File: src/rtl/vedic_mul_seq_pkg.sv
// Shared definitions for the mantissa multiplier: FSM encoding, nibble width
// and the counter-width helper.
package vedic_mul_seq_pkg;

    localparam int NIB_W = 4;

    localparam logic [1:0] ST_IDLE = 2'd0;
    localparam logic [1:0] ST_CALC = 2'd1;
    localparam logic [1:0] ST_DONE = 2'd2;

    // A nibble index needs at least one bit even when there is only one nibble.
    function automatic int cnt_w(input int nib);
        return (nib > 1) ? $clog2(nib) : 1;
    endfunction

endpackage

File: src/rtl/vedic_mul_seq_vedic4.sv
// Combinational 4x4 unsigned Vedic (Urdhva Tiryakbhyam) multiplier built from
// four 2x2 vertical-and-crosswise blocks.
module vedic_4bit (
    input  logic [3:0] a,
    input  logic [3:0] b,
    output logic [7:0] pp
);

    function automatic logic [3:0] vedic_2bit(input logic [1:0] x, input logic [1:0] y);
        logic [3:0] r;
        logic       t1, t2, t3, c1;
        r[0] = x[0] & y[0];
        t1   = x[1] & y[0];
        t2   = x[0] & y[1];
        r[1] = t1 ^ t2;
        c1   = t1 & t2;
        t3   = x[1] & y[1];
        r[2] = t3 ^ c1;
        r[3] = t3 & c1;
        return r;
    endfunction

    logic [3:0] q0, q1, q2, q3;

    always_comb begin
        q0 = vedic_2bit(a[1:0], b[1:0]);
        q1 = vedic_2bit(a[3:2], b[1:0]);
        q2 = vedic_2bit(a[1:0], b[3:2]);
        q3 = vedic_2bit(a[3:2], b[3:2]);
        pp = {4'b0, q0} + {2'b0, q1, 2'b0} + {2'b0, q2, 2'b0} + {q3, 4'b0};
    end

endmodule

File: src/rtl/vedic_mul_seq.sv
// Sequential DATA_W x DATA_W unsigned multiplier: one shared 4x4 Vedic core,
// one nibble-pair partial product per clock, shifted into a 2*DATA_W accumulator.
module vedic_mul_seq
    import vedic_mul_seq_pkg::*;
#(
    parameter int DATA_W = 8
) (
    input  logic                  clk,
    input  logic                  rst,
    input  logic                  start,
    input  logic [DATA_W-1:0]     a,
    input  logic [DATA_W-1:0]     b,
    output logic                  ready,
    output logic                  busy,
    output logic                  done,
    output logic [2*DATA_W-1:0]   product
);

    localparam int NIB   = DATA_W / NIB_W;
    localparam int STEPS = NIB * NIB;
    localparam int CW    = cnt_w(NIB);
    localparam int PW    = 2 * DATA_W;
    localparam logic [CW-1:0] LAST = CW'(NIB - 1);

    generate
        if ((DATA_W % NIB_W) != 0 || STEPS < 1) begin : g_bad_width
            $error("vedic_mul_seq: DATA_W must be a positive multiple of 4");
        end
    endgenerate

    logic [1:0]        state;
    logic [DATA_W-1:0] a_r, b_r;
    logic [PW-1:0]     acc, acc_next;
    logic [CW-1:0]     i, j;
    logic [CW:0]       pos;
    logic [3:0]        a_nib, b_nib;
    logic [7:0]        pp;

    vedic_4bit u_core (
        .a  (a_nib),
        .b  (b_nib),
        .pp (pp)
    );

    // Partial product weight is 16^(i+j); the sum needs one bit more than a counter.
    always_comb begin
        a_nib    = a_r[NIB_W*i +: NIB_W];
        b_nib    = b_r[NIB_W*j +: NIB_W];
        pos      = {1'b0, i} + {1'b0, j};
        acc_next = acc + ({{(PW-8){1'b0}}, pp} << (NIB_W * pos));
    end

    always_ff @(posedge clk) begin
        if (rst) begin
            state   <= ST_IDLE;
            a_r     <= '0;
            b_r     <= '0;
            acc     <= '0;
            i       <= '0;
            j       <= '0;
            product <= '0;
        end else begin
            case (state)
                ST_IDLE: begin
                    if (start) begin
                        a_r   <= a;
                        b_r   <= b;
                        acc   <= '0;
                        i     <= '0;
                        j     <= '0;
                        state <= ST_CALC;
                    end
                end
                ST_CALC: begin
                    acc <= acc_next;
                    if (j == LAST) begin
                        j <= '0;
                        // The final partial product goes straight into product so it is valid with done.
                        if (i == LAST) begin
                            product <= acc_next;
                            state   <= ST_DONE;
                        end else begin
                            i <= i + 1'b1;
                        end
                    end else begin
                        j <= j + 1'b1;
                    end
                end
                ST_DONE: state <= ST_IDLE;
                default: state <= ST_IDLE;
            endcase
        end
    end

    assign ready = (state == ST_IDLE);
    assign busy  = (state == ST_CALC);
    assign done  = (state == ST_DONE);

endmodule
File: config.mk
export PLATFORM = sky130hd
export DESIGN_NAME = vedic_mul_seq
export DESIGN_NICKNAME = d
export VERILOG_FILES = /design/src/rtl/vedic_mul_seq_pkg.sv /design/src/rtl/vedic_mul_seq_vedic4.sv /design/src/rtl/vedic_mul_seq.sv
export SDC_FILE = /design/constraint.sdc
export NUM_CORES = 1
export LEC_CHECK = 0
export BUFFER_PORTS_ARGS = -buffer_cell sky130_fd_sc_hd__buf_2
export CAP_MARGIN = 15
export CORE_ASPECT_RATIO = 1.4
export CORE_UTILIZATION = 45
export DETAILED_ROUTE_END_ITERATION = 8
export GPL_TIMING_DRIVEN = 0
export HOLD_SLACK_MARGIN = 0.02
export PLACE_DENSITY = 0.68
export REMOVE_ABC_BUFFERS = 1
export SLEW_MARGIN = 20
export SYNTH_ARGS = -nofsm -noshare
export SYNTH_HDL_FRONTEND = slang
export SYNTH_SLANG_ARGS = --single-unit
File: constraint.sdc
create_clock -name clk -period 10.55 [get_ports clk]
set_clock_uncertainty 0.1 [all_clocks]
set_input_delay 0.5275 -clock clk [delete_from_list [all_inputs] [get_ports clk]]
set_output_delay 0.5275 -clock clk [all_outputs]
set_load 0.03 [all_outputs]
# After elaboration in Yosys (flattened, before gate mapping)
# Cells that the tools add are included.
[totals]
reg_bits = 52
in_bits = 19
out_inout_bits = 19
elab_cells = 73
[op_classes]
addsub = 7
n_eq_ne = 5
n_shift = 3
n_mux = 12
bitwise_logic = 32
n_reduce_logical = 7
[ops]
columns = ["op", "count"]
rows = [
  ["$pmux 16 s2", 1],
  ["$and 1x1->1", 24],
  ["$add 16x16->16", 1],
  ["$mux 16", 1],
  ["$shiftx 8x4->4", 2],
  ["$shl 8x4->16", 1],
  ["$reduce_and 3->1", 3],
  ["$add 8x6->8", 1],
  ["$add 8x8->8", 1],
  ["$xor 1x1->1", 8],
  ["$add 4x6->7", 1],
  ["$mux 2", 3],
  ["$mux 1", 4],
  ["$ne 2x2->1 const B", 2],
  ["$pmux 1 s2", 2],
  ["$pmux 2 s2", 1],
  ["$reduce_and 2->1", 2],
  ["$add 1x1->1 const B", 2],
  ["$add 1x1->2", 1],
  ["$eq 2x1->1 const B", 1],
  ["$eq 2x2->1 const B", 1],
  ["$logic_not 2->1", 1],
  ["$ne 2x1->1 const B", 1],
  ["$reduce_bool 2->1", 1],
]

# Longest topological paths before layout
# Gate-level depths: netlist of run 1.
[logic_depth]
ltp_word = 10
mapped_depth = 26
depth_no_buf = 24

# By module
# A second synthesis of run 1 with hierarchy kept.
[unflattened]
hier_cells = 402
area_unflattened_um2 = 3321.9
[modules_own_cells]
columns = ["module", "instances", "cells_per_inst", "area_each_um2", "seq_area_each_um2"]
rows = [
  ["vedic_mul_seq", 1, 344, 2849.0, 1041.0],
  ["vedic_4bit", 1, 58, 473.0, 0.0],
]

# Worst setup path before layout of run 1
# No wires, ideal clock.
[synth_timing]
path_kind = "register -> register"
startpoint = "register j"
endpoint = "register product[15]"
setup_time_ns = 0.062
arrival_ns = 5.128
t_required_ns = 10.388
path_slack_ns = 5.260
stages_incl_launch_ff = 26
path_buffers = 2
period_less_slack_ns = 5.290
path_cell_list = "dfxtp_1 buf_6 mux2i_1 nor2_1 ha_1 ha_1 ha_1 inv_1 fa_1 xor2_1 fa_1 inv_1 ha_1 a21o_1 a21oi_1 xnor2_1 mux2i_1 nor2_1 ha_1 buf_2 a21oi_1 o21ai_1 a21oi_4 a32oi_1 or4_1 nand3_1"
[synth_between]
elab_chain_len = 9
word_cells_on_any_way = 40
[synth_rtl]
columns = ["element", "line_no", "rtl"]
rows = [
  ["start, declared", "vedic_mul_seq.sv:34", "logic [CW-1:0] i, j;"],
  ["start signal, assigned", "vedic_mul_seq.sv:86", "j <= j + 1'b1;"],
  ["$shiftx 8x4->4", "vedic_mul_seq.sv:48", "b_nib = b_r[NIB_W*j +: NIB_W];"],
  ["$and 1x1->1, on equally long branches", "vedic_mul_seq_vedic4.sv:13, vedic_mul_seq_vedic4.sv:14", ""],
  ["$and 1x1->1", "vedic_mul_seq_vedic4.sv:16", "c1 = t1 & t2;"],
  ["$xor 1x1->1 / $and 1x1->1 (equally long branches)", "vedic_mul_seq_vedic4.sv:18, vedic_mul_seq_vedic4.sv:19", ""],
  ["$add 4x6->7", "vedic_mul_seq_vedic4.sv:30", "pp = {4'b0, q0} + {2'b0, q1, 2'b0} + {2'b0, q2, 2'b0} + {q3, 4'b0};"],
  ["$add 8x6->8", "vedic_mul_seq_vedic4.sv:30", ""],
  ["$add 8x8->8", "vedic_mul_seq_vedic4.sv:30", ""],
  ["$shl 8x4->16", "vedic_mul_seq.sv:50", "acc_next = acc + ({{(PW-8){1'b0}}, pp} << (NIB_W * pos));"],
  ["$add 16x16->16", "vedic_mul_seq.sv:50", ""],
  ["end signal, assigned", "vedic_mul_seq.sv:80", "product <= acc_next;"],
  ["end, declared", "vedic_mul_seq.sv:16", "output logic [2*DATA_W-1:0] product"],
]
# Several ways; a longest one is shown, not always the timed one.
# A chain may end at the register's enable or synchronous reset.

# Final worst setup path of run 1
[layout_timing]
startpoint = "register j"
endpoint = "register product[11]"
# The elaborated chain is that of the path after synthesis.

==> out/qor.txt, run 1 <==
flop2flop setup slack -> 4490 ps
Area Overhead vs Synth -> 8.23%
Vias/cell -> 5.40
NetSw -> 107 uW
CP arrival -> 6200 ps
syn_area_per_cell -> 7.94 um2
Detail Route Antenna Nets -> 0
vias in the first global route -> 2,748
Max Cap Violations -> 0
VDD IR-drop max -> 67.7 uV
Slowest cell on crit path -> fa_1
post-CTS sizing -> 0
r2r startpoint -> j
headroom to the max-slew limit -> 0.377
static leakage -> 0.00161 uW
Congestion Overflow GR -> 0
RSZ-0062 raised after global routing -> false
vias -> 2,983
CTS Hold Bufs -> 0
CTS Buf Count -> 5
CP max FO -> 10
DRT iter0 DRCs -> 212
Post-synth EDFFs -> 0
Gate Count Post-Synth -> 431
worst min path class -> input port to flop
root cell of the clock tree -> clkbuf_8
Int Pwr -> 264 uW
Async S/R FF share, synth -> 0
H-tree depth -> 2
initial antenna violation count -> 0
final worst path period share -> 0.574
Clock power frac -> 0.331
drt drc -> 0
setup TNS -> 0 ps
placed insts -> 544
largest net degree at the start of global routing -> 53
Net count, final -> 510
most frequent CP cell -> ha_1
status -> complete, no violations
critical path required time -> 10,690 ps
Distinct cells, synth -> 57
HPWL after DPL -> 5600 um
Tot GR Track Use -> 0.203
top cells by count, synth -> 74 x nand2_1, 52 x dfxtp_1, 50 x a21oi_1
Comb pwr share -> 0.117
FMAX -> 0.165 GHz
Final setup viols -> 0
WS Path Type -> flop to flop
Yosys top cell by area -> dfxtp_1
Reg power frac -> 0.552
Setup crit end kind -> flop
Slew Limit Fails -> 0
Overall Power -> 371 uW
crit path time final -> 6060 ps
Buffers on Ports -> 37
fraction of layout cells with a size suffix above 1 -> 0.121
# Post-CTS Setup Buffers -> 0
clock tree buffer depth -> 2
P per Cell Area -> 100 nW/um2
ys flop type -> dfxtp_1
die height -> 105 um
CTS tree -> done
Synth Warn # -> 0
worst hold stages -> 3
DIE AREA -> 7960 um2
clk_lat worst skew -> 310 ps
crit path launch type -> flop
Die W -> 75.7 um
Seq/Total Area, Yosys -> 0.304
Mapped Area -> 3420 um2
hold endpoint -> a_r[6]
Sw Share -> 0.289
CTS Sinks -> 52
Reg clk slew, reported paths -> 110 ps
Routability Congestion -> 0.893
Yosys top cell area share -> 0.304
Worst R2R End -> product[11]
First-pass DRT Iterations -> 4
Hold Vio Cnt, Final -> 0
hold path startpoint -> a[6]
Layout Cells excl Fill -> 552
final wirelength -> 7510 um
Least-Margin Pin Slew -> 933 ps
R2R cell count -> 23
core box area -> 7360 um2
I/O pin cnt -> 38
initial core utilization -> 0.465
antenna fix cells -> 0
first-pass GRT wire length -> 12,400 um
slowest stage delay, CP -> 600 ps
most frequent cell after synthesis -> nand2_1
Synth area leaders -> dfxtp_1 30%, ha_1 12%, nand2_1 8.1%
row cnt -> 37
Cell Chain, Critical Path -> mux2i_1 > nor2_1 > ha_1 > ha_1 > ha_1 > inv_1 > fa_1 > xor2_1 > fa_1 > inv_1 > ha_1 > a21o_1 > a21oi_1 > xnor2_1 > mux2i_1 > nor2_1 > ha_1 > nand2_1 > a2111oi_0 > o32ai_1 > xnor2_1 > nand2_1 > a21oi_1
WL per Instance -> 13.6 um
#FFs+latches synth -> 52
worst max-delay path: cells and delay by family (launching register included):
family / cells / cell delay, ps
AO/OA/AOI/OAI: 5 / 1220
XOR/XNOR: 3 / 520
adder cells (fa/ha/maj): 7 / 2320
buffers and inverters: 2 / 110
flip-flops: 1 / 580
multiplexers: 2 / 750
AND/OR/NAND/NOR: 4 / 370
final cells by class:
class / count / area (um2)
clock buffer: 5 / 68.8
fill: 748 / 3660
clock inverter: 3 / 25.0
inverter: 23 / 86.3
tap: 97 / 121
multi-input combinational: 335 / 2180
timing repair buffer: 37 / 185
sequential: 52 / 1040
layer usage:
layer,up-vias,GRT usage,part of all wire
li1,1526,-,-
met1,1377,0.247,0.43
met2,67,0.349,0.52
met3,13,0.0299,0.032
met4,0,0.0728,0.019
met5,-,0,0
state kept, by name (all words and copies together) (netlist names):
| name | count |
|---|---|
| acc | 16 |
| i | 1 |
| a_r | 8 |
| product | 16 |
| state | 2 |
| j | 1 |
| b_r | 8 |
logic make-up (layout without fill, tap and decap cells):
group                      Yosys count  count (layout)  share of synthesized area
xor gates and xnor gates            18              18                     0.0461
muxes                               11              11                     0.0358
DFF                                 52              52                      0.304
buffers and inverters               44              68                     0.0607
AOI/OAI and AO/OA                  102             102                      0.189
and+or+nand+nor                    167             167                      0.218
adders and majority gates           37              37                      0.146
power by group through the flow:
stage	registers, uW	clock network [uW]	logic [uW]
after detailed placement	209	0	43.5
after CTS	205	127	43.7
after global placement	209	0	42.5
final	205	123	43.5
after global routing	205	136	49.0
after floorplan	208	0	28.3
cell usage in the layout (no fill, tap or decap), types with 2 or more instances in the layout:
master and n:
a211oi_1 3, a21o_1 8, a21oi_1 50, a22o_1 8, a31oi_1 3, and2_1 3, buf_2 37, clkbuf_8 5
dfxtp_1 52, fa_1 5, ha_1 32, inv_1 22, inv_6 2, mux2i_1 10, nand2_1 74, nand2b_1 4
nand3_1 16, nand3b_1 2, nand4b_1 2, nor2_1 43, nor2b_1 6, nor3_1 4, o2111ai_1 2, o21a_1 6
o21ai_0 3, o21ai_1 5, o22ai_1 2, or4_1 2, xnor2_1 12, xor2_1 6
worst max path at each step:
stage	to	cells past startpoint	slack, ps	from
finish	product[11]	23	4490	j
global route	acc[11]	23	4110	i
CTS	product[11]	23	4500	j
detailed placement	acc[11]	23	4540	j
global placement	product[11]	23	4630	j
floorplan	product[15]	23	5210	j
metrics by stage:
stage	utilization	hold slack (ps)	worst slack (ps)	instance area (um2)
floorplan	-	322	5210	3300
global placement	0.490	336	4630	3610
detailed placement	0.490	340	4540	3610
CTS	0.503	331	4500	3700
global route	0.503	334	4110	3700
finish	0.503	336	4490	3700
Power figures use the tool's default switching activity.
==> run 2, diff against run 1 <==
- clock period: 10.55 -> 6.3 ns (I/O delays scaled with it)
==> out/qor.txt, run 2 (synthesized netlist as in run 1, its figures left out) <==
multi-input logic area -> 2180 um2 (about the same)
status -> complete, no violations (unchanged)
Congestion Overflow GR -> 0 (unchanged)
die height -> 105 um (unchanged)
CP arrival -> 5930 ps (was 6200 ps)
most frequent cells in the layout -> 74 x nand2_1, 50 x a21oi_1, 50 x dfxtp_1 (was 74 x nand2_1, 52 x dfxtp_1, 50 x a21oi_1)
CTS Sinks -> 52 (unchanged)
Area Overhead vs Synth -> 8.52% (was 8.23%)
Post-DP Area -> 3610 um2 (unchanged)
clock tree buffer depth -> 2 (unchanged)
setup TNS -> 0 ps (unchanged)
root cell of the clock tree -> clkbuf_8 (unchanged)
crit path launch type -> flop (unchanged)
placed insts -> 544 (unchanged)
most common cell after layout, fill and taps aside -> nand2_1 (unchanged)
P per Cell Area -> 168 nW/um2 (was 100 nW/um2)
initial core utilization -> 0.465 (unchanged)
initial antenna violation count -> 0 (unchanged)
critical path depth -> 23 (unchanged)
PnR worst setup slack -> 504 ps (was 4490 ps)
final wirelength -> 7530 um (was 7510 um)
WS Path Type -> flop to flop (unchanged)
VDD IR-drop max -> 97.6 uV (was 67.7 uV)
headroom to the max-slew limit -> 0.355 (was 0.377)
Slew Limit Fails -> 0 (unchanged)
HPWL after DPL -> 5600 um (unchanged)
Reg clk slew, reported paths -> 110 ps (about the same)
WL per Instance -> 13.6 um (about the same)
row cnt -> 37 (unchanged)
Worst R2R End -> acc[11] (was product[11])
CTS Buf Count -> 5 (unchanged)
First-pass DRT Iterations -> 4 (unchanged)
RSZ-0062 raised after global routing -> false (unchanged)
final worst path period share -> 0.920 (was 0.574)
CTS tree -> done (unchanged)
antenna fix cells -> 0 (unchanged)
Finished Core Util -> 0.505 (was 0.503)
Tot GR Track Use -> 0.203 (unchanged)
Hold Vio Cnt, Final -> 0 (unchanged)
Net count, final -> 510 (unchanged)
Crit. Startpoint -> j (unchanged)
DRT iter0 DRCs -> 194 (was 212)
vias in the first global route -> 2,748 (unchanged)
vias -> 2,989 (was 2,983)
FMAX -> 0.173 GHz (was 0.165 GHz)
Final Cell Area -> 3710 um2 (was 3700 um2)
Slowest cell on crit path -> fa_1 (unchanged)
Largest regs -> acc x16, product x16 (unchanged)
r2r startpoint -> j (unchanged)
worst min path class -> input port to flop (unchanged)
fraction of layout cells with a size suffix above 1 -> 0.130 (was 0.121)
Cell Chain, Critical Path -> mux2i_2 > nor2_1 > ha_1 > ha_1 > ha_1 > inv_1 > fa_1 > xor2_1 > fa_1 > inv_1 > ha_1 > a21o_1 > a21oi_1 > xnor2_1 > mux2i_1 > nor2_1 > ha_1 > nand2_1 > a2111oi_0 > o32ai_1 > xnor2_1 > nand2_1 > a21oi_1 (was mux2i_1 > nor2_1 > ha_1 > ha_1 > ha_1 > inv_1 > fa_1 > xor2_1 > fa_1 > inv_1 > ha_1 > a21o_1 > a21oi_1 > xnor2_1 > mux2i_1 > nor2_1 > ha_1 > nand2_1 > a2111oi_0 > o32ai_1 > xnor2_1 > nand2_1 > a21oi_1)
first-pass GRT wire length -> 12,400 um (unchanged)
Crit path max-delay family -> adder cells (unchanged)
Max Cap Violations -> 0 (unchanged)
drt drc -> 0 (unchanged)
Reg area -> 1040 um2 (about the same)
crit path time final -> 5800 ps (was 6060 ps)
CP max FO -> 10 (unchanged)
I/O pin cnt -> 38 (unchanged)
flop2flop setup slack -> 500 ps (was 4490 ps)
DP Worst Slack -> 289 ps (was 4540 ps)
Layout Cells excl Fill -> 552 (unchanged)
Vias/cell -> 5.41 (was 5.40)
CP endpoint -> acc[11] (was product[11])
Least-Margin Pin Slew -> 965 ps (was 933 ps)
Buffers & Inverters on Critical Path -> 2 (unchanged)
largest net degree at the start of global routing -> 53 (unchanged)
Setup crit end kind -> flop (unchanged)
Buffers on Ports -> 37 (unchanged)
most frequent CP cell -> ha_1 (unchanged)
core box area -> 7360 um2 (unchanged)
static leakage -> 0.00162 uW (was 0.00161 uW)
H-tree depth -> 2 (unchanged)
clk_lat worst skew -> 310 ps (about the same)
slowest stage delay, CP -> 600 ps (about the same)
filler instances -> 744 (was 748)
R2R cell count -> 23 (unchanged)
critical path required time -> 6440 ps (was 10,690 ps)
Die W -> 75.7 um (unchanged)
DIE AREA -> 7960 um2 (unchanged)
Routability Congestion -> 0.893 (unchanged)
Final setup viols -> 0 (unchanged)
Detail Route Antenna Nets -> 0 (unchanged)
-- run 2: cell counts in the layout (fill, tap and decap cells not counted) --
No cell type changed its count.
-- run 2: worst min path at each step --
stage,from,endpoint,cells after the start
after detailed placement,acc[12],acc[12],2
after global placement,product[11],product[11],2
after global routing,a[2],a_r[2],3
final,a[6],a_r[6],3
after floorplan,rst,a_r[0],1
after CTS,b[2],b_r[2],3
-- run 2: final cells by class --
| cell class | count | area share |
|---|---|---|
| sequential | 52 | 0.281 |
| multi-input combinational | 335 | 0.588 |
| clock inverter | 3 | 0.00674 |
| inverter | 23 | 0.0232 |
| timing repair buffer | 37 | 0.0499 |
| tap | 97 | 0.0327 |
| clock buffer | 5 | 0.0185 |
-- run 2: power by group --
part | leakage, uW | switching, uW | internal (uW) | total (uW)
Clock | 0.0000452 | 125 | 81.4 | 206
Combinational | 0.00115 | 49.2 | 24.2 | 73.5
Sequential | 0.000423 | 6.28 | 337 | 343
-- run 2: metal layers --
metal	track usage	up-vias	share of wire
met3	0.0299	14	0.020
met1	0.247	1395	0.44
met4	0.0728	0	0.019
met2	0.349	56	0.52
met5	0	-	0
li1	-	1524	-
-- run 2: repair_timing --
item                                    CTS  global route
resized for setup                         0             4
hold buffers                              0             0
setup buffers                             0             0
endpoints found under the hold margin     0             0
endpoints found under the setup margin    0             3
-- run 2: through the flow --
step	total power (uW)	hold slack, ps
2_1_floorplan	396	284
3_3_place_gp	421	336
3_5_place_dp	423	340
4_1_cts	629	118
5_1_grt	653	122
6_report	623	125
-- run 2: tightest hold or removal path: stages --
cell     delay [ps]
buf_2           100
nand2_1          40
a21oi_1          50
